`src/rtl/mux_nx1_stream.sv`:
```
// N_CH:1 stream multiplexer with a registered output stage.
// Fixed-select or round-robin grant; full-throughput valid/ready.
module mux_nx1_stream #(
  parameter int N_CH  = 4,
  parameter int WIDTH = 8,
  parameter int SEL_W = $clog2(N_CH)
) (
  input  logic                  clk,
  input  logic                  rst_n,
  input  logic                  mode,
  input  logic [SEL_W-1:0]      sel,
  input  logic [N_CH-1:0]       in_valid,
  input  logic [N_CH*WIDTH-1:0] in_data,
  output logic [N_CH-1:0]       in_ready,
  output logic                  out_valid,
  output logic [WIDTH-1:0]      out_data,
  output logic [SEL_W-1:0]      out_ch,
  input  logic                  out_ready
);

  logic [N_CH-1:0]  grant;
  logic             gnt_any;
  logic [SEL_W-1:0] gnt_idx;
  logic [WIDTH-1:0] gnt_data;
  logic [SEL_W-1:0] rr_ptr;
  logic             load_en;
  logic             xfer;
  int               c;

  // Grant: sel in fixed mode, first valid from rr_ptr upward otherwise.
  // The RR search runs backwards so the lowest offset wins by overwrite.
  always_comb begin
    grant   = '0;
    gnt_any = 1'b0;
    gnt_idx = '0;
    c       = 0;
    if (!mode) begin
      for (int k = 0; k < N_CH; k++) begin
        if (sel == SEL_W'(k) && in_valid[k]) begin
          grant[k] = 1'b1;
          gnt_any  = 1'b1;
          gnt_idx  = SEL_W'(k);
        end
      end
    end else begin
      for (int i = N_CH - 1; i >= 0; i--) begin
        c = int'(rr_ptr) + i;
        if (c >= N_CH) c = c - N_CH;
        if (in_valid[c]) begin
          grant    = '0;
          grant[c] = 1'b1;
          gnt_any  = 1'b1;
          gnt_idx  = SEL_W'(c);
        end
      end
    end
  end

  // Data of the granted channel.
  always_comb begin
    gnt_data = '0;
    for (int k = 0; k < N_CH; k++) begin
      if (gnt_idx == SEL_W'(k)) gnt_data = in_data[k*WIDTH +: WIDTH];
    end
  end

  // Ready depends only on grant and output space, never on out_valid loops.
  always_comb begin
    load_en  = ~out_valid | out_ready;
    in_ready = rst_n ? (grant & {N_CH{load_en}}) : '0;
    xfer     = gnt_any & load_en & rst_n;
  end

  // Output register: load on transfer, drop valid on drain only.
  always_ff @(posedge clk or negedge rst_n) begin
    if (!rst_n) begin
      out_valid <= 1'b0;
      out_data  <= '0;
      out_ch    <= '0;
    end else if (xfer) begin
      out_valid <= 1'b1;
      out_data  <= gnt_data;
      out_ch    <= gnt_idx;
    end else if (out_ready) begin
      out_valid <= 1'b0;
    end
  end

  // RR pointer advances past the winner on round-robin transfers only.
  always_ff @(posedge clk or negedge rst_n) begin
    if (!rst_n) begin
      rr_ptr <= '0;
    end else if (xfer && mode) begin
      rr_ptr <= (gnt_idx == SEL_W'(N_CH - 1)) ? '0
              : gnt_idx + SEL_W'(1);
    end
  end

  // A held beat stays put until the consumer takes it.
  a_hold: assert property (
    @(posedge clk) disable iff (!rst_n)
    out_valid && !out_ready |=>
      out_valid && $stable(out_data) && $stable(out_ch)
  );

endmodule

```
`config.mk`:
```
export PLATFORM = sky130hd
export DESIGN_NAME = mux_nx1_stream
export DESIGN_NICKNAME = d
export VERILOG_FILES = /design/src/rtl/mux_nx1_stream.sv
export SDC_FILE = /design/constraint.sdc
export NUM_CORES = 1
export LEC_CHECK = 0
export ABC_AREA = 1
export BUFFER_PORTS_ARGS = -buffer_cell sky130_fd_sc_hd__buf_2
export CAP_MARGIN = 10
export CORE_MARGIN = 4
export CORE_UTILIZATION = 35
export CTS_BUF_LIST = sky130_fd_sc_hd__clkbuf_8
export DETAILED_ROUTE_END_ITERATION = 10
export PLACE_DENSITY = 0.71
export SYNTH_ARGS = -nofsm -noshare
export SYNTH_HDL_FRONTEND = slang
export SYNTH_SLANG_ARGS = --single-unit
```
`constraint.sdc`:
```
create_clock -name clk -period 4.7 [get_ports clk]
set_input_delay 0.94 -clock clk [delete_from_list [all_inputs] [get_ports clk]]
set_output_delay 0.94 -clock clk [all_outputs]
set_load 0.01 [all_outputs]
```
==> impl_metrics.toml, run 1 <==
[global_route]
overflow = 0
track_usage = 0.141
grt_pass1_vias = 1475
grt_first_pass_wirelength_mm = 6.42
grt_max_degree = 17
antenna_found_initial = 0

[timing]
rsz0062_at_grt = "no"
fin_crit_sh = 0.723
setup_viol = 0
drv_slew = 0
tightest_slew_ps = 574
final.min_clock_period_ps = 3400
tns_ps = 0
max_slew_margin = 0.617
fmax_mhz = 294
finalHoldViolCount = 0
skew_ps = 4.80

[worst_setup_path]
critPathLaunchType = "flop"
end_kind = "primary output"
worstSetupPathType = "reg -> out"
path_max_fanout = 12
cp.arrival_ps = 2460
crit_required_ps = 3760

[floorplan]
core_area_sq_um = 4410
die_y_microns = 75.9
fp.dieW_microns = 75.9
io-pin-count = 57
initial_core_util = 0.365
die-area_sq_um = 5760
std_cell_rows = 24

[detailed_routing]
drtAntennaViolNets = 0
drc = 0
wl_per_cell_microns = 12.5
wl_mm = 4.13
drt-initial-drc-count = 115
firstDrtPassIters = 4
viasPerCell = 4.77
num_vias = 1578

[place]
gp_routability_congestion = 0.927
dp_hpwl_mm = 3.47
dpl.cell_count = 327
portBuffers = 56

[finish]
fin_cells = 331
drive_above_1_share = 0.409
insertedDiodeCount = 0
nets = 334
fillers = 455
layout_commonest_cell = "nand2_1"
mostFrequentLayoutCells = "nand2_1, buf_2, nand3_1, inv_1, nand2_2"
area_growth_pct = 21.3

[outcome]
outcome = "completed"

[logic_synthesis]
yosys_warnings = 0
syn_inst = 225
synthesis.nets = 279
synth_cell_type_count = 29
syn_area_sq_um = 1610
synth_area_per_cell_sq_um = 7.17
synth_seq_cells = 13
yosysSeqAreaShare = 0.202

[pwr]
irDropWorstVdd_mv = 0.232
power_density_nw_per_um2 = 608
power_leakage_uw = 0.00110

[job]
cap_violations = 0

[clock_tree]
cts_buffers = 3
cts_max_level = 1
clkSinkCount = 13
clockBufferDepth = 2
root_buffer = "clkbuf_8"
cts_tree = "built"
cts.clk_slew.worst_paths_ps = 60
clk_latency_ps = 240
post-cts-setup-buffers = 0
cts.repair.resized = 0
cts_hold_buf = 0

[min_path]
hold_path.class = "reg -> reg"
==> registers in the layout, indices dropped and copies added, names as in the netlist <==
register	cells
out_ch	2
out_data	8
out_valid	1
rr_ptr	2
==> cell type report <==
type                       instances  area, sq um  area share
multi-input combinational        182         1140       0.582
clock buffer                       3         41.3      0.0211
inverter                          24          100      0.0512
clock inverter                     1         5.00     0.00256
tap                               52         65.1      0.0332
sequential                        13          325       0.166
timing repair buffer              56          280       0.143
==> worst paths after layout <==
kind | from | cells after the start | end | slack (ps)
worst max-delay path | rr_ptr[0] | 11 | in_ready[1] | 1300
worst min-delay path | out_data[2] | 2 | out_data[2] | 490
worst max register to register | rr_ptr[0] | 18 | out_data[5] | 1460
worst min register to register | out_data[2] | 2 | out_data[2] | 490
max in group asynchronous | rst_n | 1 | out_data[3] | 3890
min in group asynchronous | rst_n | 1 | out_data[7] | 580
==> routing by layer <==
metal / vias to the layer above / GRT usage / routed length [microns]
met5: - / 0 / 0
li1: 827 / - / -
met3: 2 / 0.0132 / 158
met2: 41 / 0.239 / 2120
met1: 708 / 0.193 / 1830
met4: 0 / 0.0330 / 9
==> worst max-delay path, stage by stage (launching register included) <==
cell and delay (ps):
dfrtp_1 700, inv_8 110, ha_1 390, inv_1 130
nand3_2 100, nand2_4 120, inv_2 60, nor2_2 160
nand3_1 100, nand2_1 110, a21oi_1 80, buf_2 140
==> synth_stat cells, drive strengths merged <==
library cell	instances	area (sq um)
a21oi	10	50.1
dfrtp	13	325
nor2	17	108
o21ai	2	13.8
buf	4	40.0
a21o	8	60.1
a31oi	1	6.26
o211ai	9	108
ha	12	150
nand3	30	198
clkbuf	2	7.51
nand2	92	440
inv	24	100
and2	1	6.26
==> power breakdown <==
group / total, uW / switching (uW) / internal, uW
registers: 228 / 63.8 / 164
clock network: 97.7 / 39.3 / 58.4
logic: 864 / 547 / 317
==> logic make-up (layout without fill, tap and decap cells) <==
family,count (synthesis),in the layout,synth area share
flops,13,13,0.202
buf+inv,30,84,0.0915
simple gates,140,140,0.466
fa+ha+maj,12,12,0.0931
compound gates,30,30,0.147
==> through the flow <==
step	util	power [uW]	worst slack [ps]	instance area [sq um]	hold slack, ps
global route	0.443	1310	1080	1960	518
finish	0.443	1190	1300	1960	491
global placement	0.433	1070	1550	1910	475
floorplan	-	890	1850	1610	514
detailed placement	0.433	1090	1470	1910	474
CTS	0.443	1190	1310	1960	496
(Power assumes the default switching activity.)
==> run 2: changes to the inputs <==
--- a/config.mk
+++ b/config.mk
@@ -5,14 +5,14 @@
 export SDC_FILE = /design/constraint.sdc
 export NUM_CORES = 1
 export LEC_CHECK = 0
-export ABC_AREA = 1
+export ABC_AREA = 0
 export BUFFER_PORTS_ARGS = -buffer_cell sky130_fd_sc_hd__buf_2
 export CAP_MARGIN = 10
 export CORE_MARGIN = 4
 export CORE_UTILIZATION = 35
 export CTS_BUF_LIST = sky130_fd_sc_hd__clkbuf_8
 export DETAILED_ROUTE_END_ITERATION = 10
-export PLACE_DENSITY = 0.71
+export PLACE_DENSITY = 0.72
 export SYNTH_ARGS = -nofsm -noshare
 export SYNTH_HDL_FRONTEND = slang
 export SYNTH_SLANG_ARGS = --single-unit
==> constraint.sdc (replaced) <==
create_clock -name clk -period 3.6 [get_ports clk]
set_input_delay 0.72 -clock clk [delete_from_list [all_inputs] [get_ports clk]]
set_output_delay 0.72 -clock clk [all_outputs]
set_load 0.01 [all_outputs]
==> run 2 against run 1 <==
Design area is 7.7% lower. Hold slack worse by 110 ps. Power is 12% higher. Critical path depth is 3 lower. Register-to-register slack worse by 1000 ps. Synthesized area is 11% lower. Critical endpoint is now in_ready[3]. Routed wire length is 12% lower. Non-clock buffer count is 4 higher. Sequential power is 11% higher. Sequential share of layout area is 1.4 points higher. Via count is 9.8% lower. Synthesized cell count is 24% lower.
==> impl_metrics.toml, run 2 <==
[detailed_routing]
drt-initial-drc-count = 54
drc = 0
wl_per_cell_microns = 13.4
drtAntennaViolNets = 0
wl_mm = 3.63
viasPerCell = 5.25
num_vias = 1423
firstDrtPassIters = 4

[timing]
finalHoldViolCount = 0
rsz0062_at_grt = "no"
final.min_clock_period_ps = 3310
drv_slew = 0
tightest_slew_ps = 762
max_slew_margin = 0.479
fin_crit_sh = 0.920
skew_ps = 2.83
tns_ps = 0
fmax_mhz = 302
setup_viol = 0

[logic_synthesis]
synth_cell_type_count = 41
syn_inst = 170
synth_area_per_cell_sq_um = 8.48
synth.top_cell.area_share = 0.226
yosys_warnings = 0
synth_commonest_cells = "a21oi_1, nor2_1, dfrtp_1, ha_1, a221oi_1"
synth-edff-count = 0
synth_seq_cells = 13
async_reset_ff_frac = 1.00
synthesis.nets = 224
synth_area_leaders = "dfrtp_1, ha_1, a221oi_1"
yosysTopAreaCell = "dfrtp_1"
synth-main-ff-cell = "dfrtp_1"
syn_area_sq_um = 1440
yosysSeqAreaShare = 0.226

[clock_tree]
clkSinkCount = 13
cts_hold_buf = 0
cts_buffers = 3
cts_max_level = 1
root_buffer = "clkbuf_8"
cts.clk_slew.worst_paths_ps = 50
cts_tree = "built"
clockBufferDepth = 2
clk_latency_ps = 240

[pwr]
power_switching_uw = 609
pwr-share-seq = 0.191
p_comb_frac = 0.717
p_int_uw = 721
total_power_uw = 1330
power_density_nw_per_um2 = 736
p_clk_frac = 0.093
p_sw_frac = 0.458
power_leakage_uw = 0.000869
irDropWorstVdd_mv = 0.363

[finish]
reg_top3 = "out_data: 8 flops, out_ch: 2 flops, rr_ptr: 2 flops"
fin_area_sq_um = 1810
largest_reg_flops = 8
mostFrequentLayoutCells = "buf_2, a21oi_1, nor2_1, dfrtp_1, ha_1"
insertedDiodeCount = 0
nets = 276
top_register = "out_data"
area_growth_pct = 25.3
layout_commonest_cell = "buf_2"
drive_above_1_share = 0.353

[floorplan]
die-area_sq_um = 5210
core_area_sq_um = 4000
fp.dieW_microns = 72.2
die_y_microns = 72.2
initial_core_util = 0.360
std_cell_rows = 23
io-pin-count = 57

[global_route]
antenna_found_initial = 0
grt_max_degree = 18
track_usage = 0.135
overflow = 0
grt_pass1_vias = 1299
grt_first_pass_wirelength_mm = 5.78

[place]
gp_routability_congestion = 0.817
dp_hpwl_mm = 2.87
dpl_cell_area_sq_um = 1750
portBuffers = 56

[worst_setup_path]
path_buf_inv = 2
critPathMaxStageDelay_ps = 490
cp.arrival_ps = 2590
path_cells = "inv_2, ha_1, mux2_2, mux2i_4, nand2_1, a221oi_1, o32ai_1, buf_2"
end_kind = "primary output"
worstSetupPathType = "reg -> out"
critPathLaunchType = "flop"
crit_required_ps = 2880
crit_family = "multiplexers"
path_max_fanout = 9
crit_path_top_delay_cell = "ha_1"

[job]
cap_violations = 0

[outcome]
outcome = "completed"

[min_path]
hold_path.class = "in -> async"
run 2: layer usage:
| metal | global-route usage | wire (microns) | vias to the layer above |
|---|---|---|---|
| met3 | 0.0194 | 247 | 4 |
| met2 | 0.234 | 1690 | 49 |
| met5 | 0 | 0 | - |
| met1 | 0.173 | 1660 | 644 |
| met4 | 0.0397 | 30 | 0 |
| li1 | - | - | 726 |
run 2: what timing repair did:
action	in CTS	in global routing
gates resized for setup	0	1
setup buffers	0	0
endpoints found under the setup margin	0	3
endpoints found under the hold margin	0	0
run 2: logic make-up after synthesis:
| logic type | synth area share |
|---|---|
| compound gates | 0.264 |
| fa+ha+maj | 0.104 |
| buf+inv | 0.0694 |
| flops | 0.226 |
| mux | 0.135 |
| simple gates | 0.202 |
run 2: final timing paths:
path	startpoint	to	slack (ps)	cells after the start
worst max-delay path	rr_ptr[0]	in_ready[3]	290	8
worst min-delay path	rst_n	out_valid	380	1
worst max register to register	rr_ptr[0]	out_data[6]	450	13
worst min register to register	out_data[1]	out_data[1]	510	1
max in group asynchronous	rst_n	out_data[2]	2980	1
min in group clk	out_data[1]	out_data[1]	510	1
run 2: layout make-up:
class / count / area, sq um
fillers: 385 / 2190
multi-input cells: 137 / 1040
flip-flops and latches: 13 / 325
repair buffers: 60 / 310
well taps: 50 / 62.6
clock buffers: 3 / 41.3
inverters: 7 / 26.3
clock inverters: 1 / 3.75
run 2: power groups by stage:
| stage | clock network (uW) | logic [uW] | registers (uW) |
|---|---|---|---|
| floorplan | 0 | 671 | 288 |
| global placement | 0 | 920 | 255 |
| detailed placement | 0 | 937 | 255 |
| CTS | 128 | 942 | 255 |
| global route | 132 | 1060 | 265 |
| finish | 123 | 953 | 254 |
run 2: through the flow:
stage / hold slack, ps / util / instances / setup slack (ps)
after global routing: 398 / 0.452 / 271 / 100
after detailed placement: 489 / 0.438 / 267 / 368
final: 377 / 0.452 / 271 / 290
after CTS: 383 / 0.449 / 271 / 147
after floorplan: 424 / - / 170 / 474
after global placement: 492 / 0.438 / 267 / 450
==> run 3: changes to the inputs <==
--- a/config.mk
+++ b/config.mk
@@ -11,8 +11,10 @@
 export CORE_MARGIN = 4
 export CORE_UTILIZATION = 35
 export CTS_BUF_LIST = sky130_fd_sc_hd__clkbuf_8
+export CTS_CLUSTER_DIAMETER = 120
 export DETAILED_ROUTE_END_ITERATION = 10
 export PLACE_DENSITY = 0.72
+export RECOVER_POWER = 100
 export SYNTH_ARGS = -nofsm -noshare
 export SYNTH_HDL_FRONTEND = slang
 export SYNTH_SLANG_ARGS = --single-unit
==> run 3 against run 2 <==
Combinational power decreased by 3.8%. Register-to-register slack got worse by 100 ps. Design area fell by 2.4%. Worst setup slack better by 26 ps. Global-route usage is the same. First-iteration DRC count is 5.6% lower. Critical path depth did not move. Non-clock buffer count unchanged. Utilization shrank 1.1 points.
==> impl_metrics.toml, run 3 (synthesis gave the netlist of run 2 again) <==
[worst_setup_path]
r2r_start = "rr_ptr[0]"
crit_family = "multiplexers"
crit_path_top_delay_cell = "ha_1"
worstSetupPathType = "reg -> out"
critPathMaxStageDelay_ps = 490
critPathLaunchType = "flop"
critPathLaunch = "rr_ptr[0]"
path_max_fanout = 9
path_buf_inv = 2
end_kind = "primary output"
crit_required_ps = 2880
ff2ff_path_depth = 13
cp.arrival_ps = 2560
path_cells = "inv_2, ha_1, mux2_1, mux2i_4, nor2_1, a21o_1, o32ai_1, clkbuf_1"
path_depth = 8

[clock_tree]
clk_latency_ps = 230
cts_tree = "built"
cts.repair.resized = 0
cts_max_level = 1
cts_buffers = 3
clkSinkCount = 13
clockBufferDepth = 2
root_buffer = "clkbuf_8"
cts_hold_buf = 0
post-cts-setup-buffers = 0
cts.clk_slew.worst_paths_ps = 50

[timing]
tightest_slew_ps = 1140
fin_crit_sh = 0.912
tns_ps = 0
setup_viol = 0
final.min_clock_period_ps = 3280
skew_ps = 3.05
max_slew_margin = 0.223
finalHoldViolCount = 0
rsz0062_at_grt = "no"
fmax_mhz = 304
drv_slew = 0

[floorplan]
fp.dieW_microns = 72.2
initial_core_util = 0.360
die-area_sq_um = 5210
core_area_sq_um = 4000
io-pin-count = 57
std_cell_rows = 23
die_y_microns = 72.2

[finish]
regArea_sq_um = 325
reg_top3 = "out_data: 8 flops, out_ch: 2 flops, rr_ptr: 2 flops"
area_growth_pct = 22.3
largest_reg_flops = 8
layout_commonest_cell = "buf_2"
insertedDiodeCount = 0
top_register = "out_data"
multi_input_area_sq_um = 1010
mostFrequentLayoutCells = "buf_2, a21oi_1, nor2_1, clkbuf_1, dfrtp_1"
drive_above_1_share = 0.267
fin_cells = 271
fillers = 393
nets = 276

[place]
portBuffers = 56
dp_hpwl_mm = 2.87
gp_routability_congestion = 0.817
dpl.cell_count = 267

[global_route]
track_usage = 0.135
grt_first_pass_wirelength_mm = 5.78
antenna_found_initial = 0
overflow = 0
grt_max_degree = 18
grt_pass1_vias = 1299

[outcome]
outcome = "completed"

[detailed_routing]
wl_mm = 3.62
wl_per_cell_microns = 13.3
num_vias = 1425
drt-initial-drc-count = 51
firstDrtPassIters = 4
drtAntennaViolNets = 0
drc = 0
viasPerCell = 5.26

[pwr]
p_int_uw = 695
p_comb_frac = 0.708
p_sw_frac = 0.463
p_clk_frac = 0.095
irDropWorstVdd_mv = 0.345
power_density_nw_per_um2 = 734
pwr-share-seq = 0.197
power_switching_uw = 599
power_leakage_uw = 0.000814

[job]
cap_violations = 0

[min_path]
worstHoldStart = "out_data[1]"
holdPathStages = 1
hold_path.class = "reg -> reg"
run 3: cell count changes in the layout (fill, tap and decap cells not counted), sizes merged:
| cell | previous run | this run |
|---|---|---|
| clkbuf | 3 | 19 |
| buf | 60 | 44 |
run 3: power by group through the flow:
stage,logic (uW),clock network (uW),registers [uW]
after floorplan,671,0,288
after global placement,920,0,255
after detailed placement,937,0,255
after CTS,942,128,255
after global routing,1020,132,266
final,917,123,255
run 3: per-stage QoR:
step           hold slack, ps  power, uW  cell area [sq um]  utilization  worst slack, ps
6_report                  512       1290               1760        0.441              316
5_1_grt                   541       1420               1760        0.441             90.0
4_1_cts                   383       1330               1800        0.449              147
3_5_place_dp              489       1190               1750        0.438              368
3_3_place_gp              492       1180               1750        0.438              450
2_1_floorplan             424        960               1440            -              474
run 3: worst paths after layout:
| check | endpoint | slack, ps |
|---|---|---|
| min in group asynchronous | out_data[5] | 540 |
| max in group asynchronous | out_data[2] | 2580 |
| hold / removal | out_data[1] | 510 |
| hold reg to reg | out_data[1] | 510 |
| setup / recovery | in_ready[0] | 320 |
| setup reg to reg | out_data[6] | 350 |
run 3: area by class of cell:
class | instances | area share
Multi-Input combinational cell | 137 | 0.575
Clock buffer | 3 | 0.0234
Inverter | 7 | 0.0149
Clock inverter | 1 | 0.00213
Tap cell | 50 | 0.0355
Sequential cell | 13 | 0.185
Timing Repair Buffer | 60 | 0.165
run 3: per-layer routing:
metal	share of wire	global-route usage
met3	0.068	0.0194
met1	0.45	0.173
met5	0	0
met2	0.47	0.234
met4	0.0083	0.0397
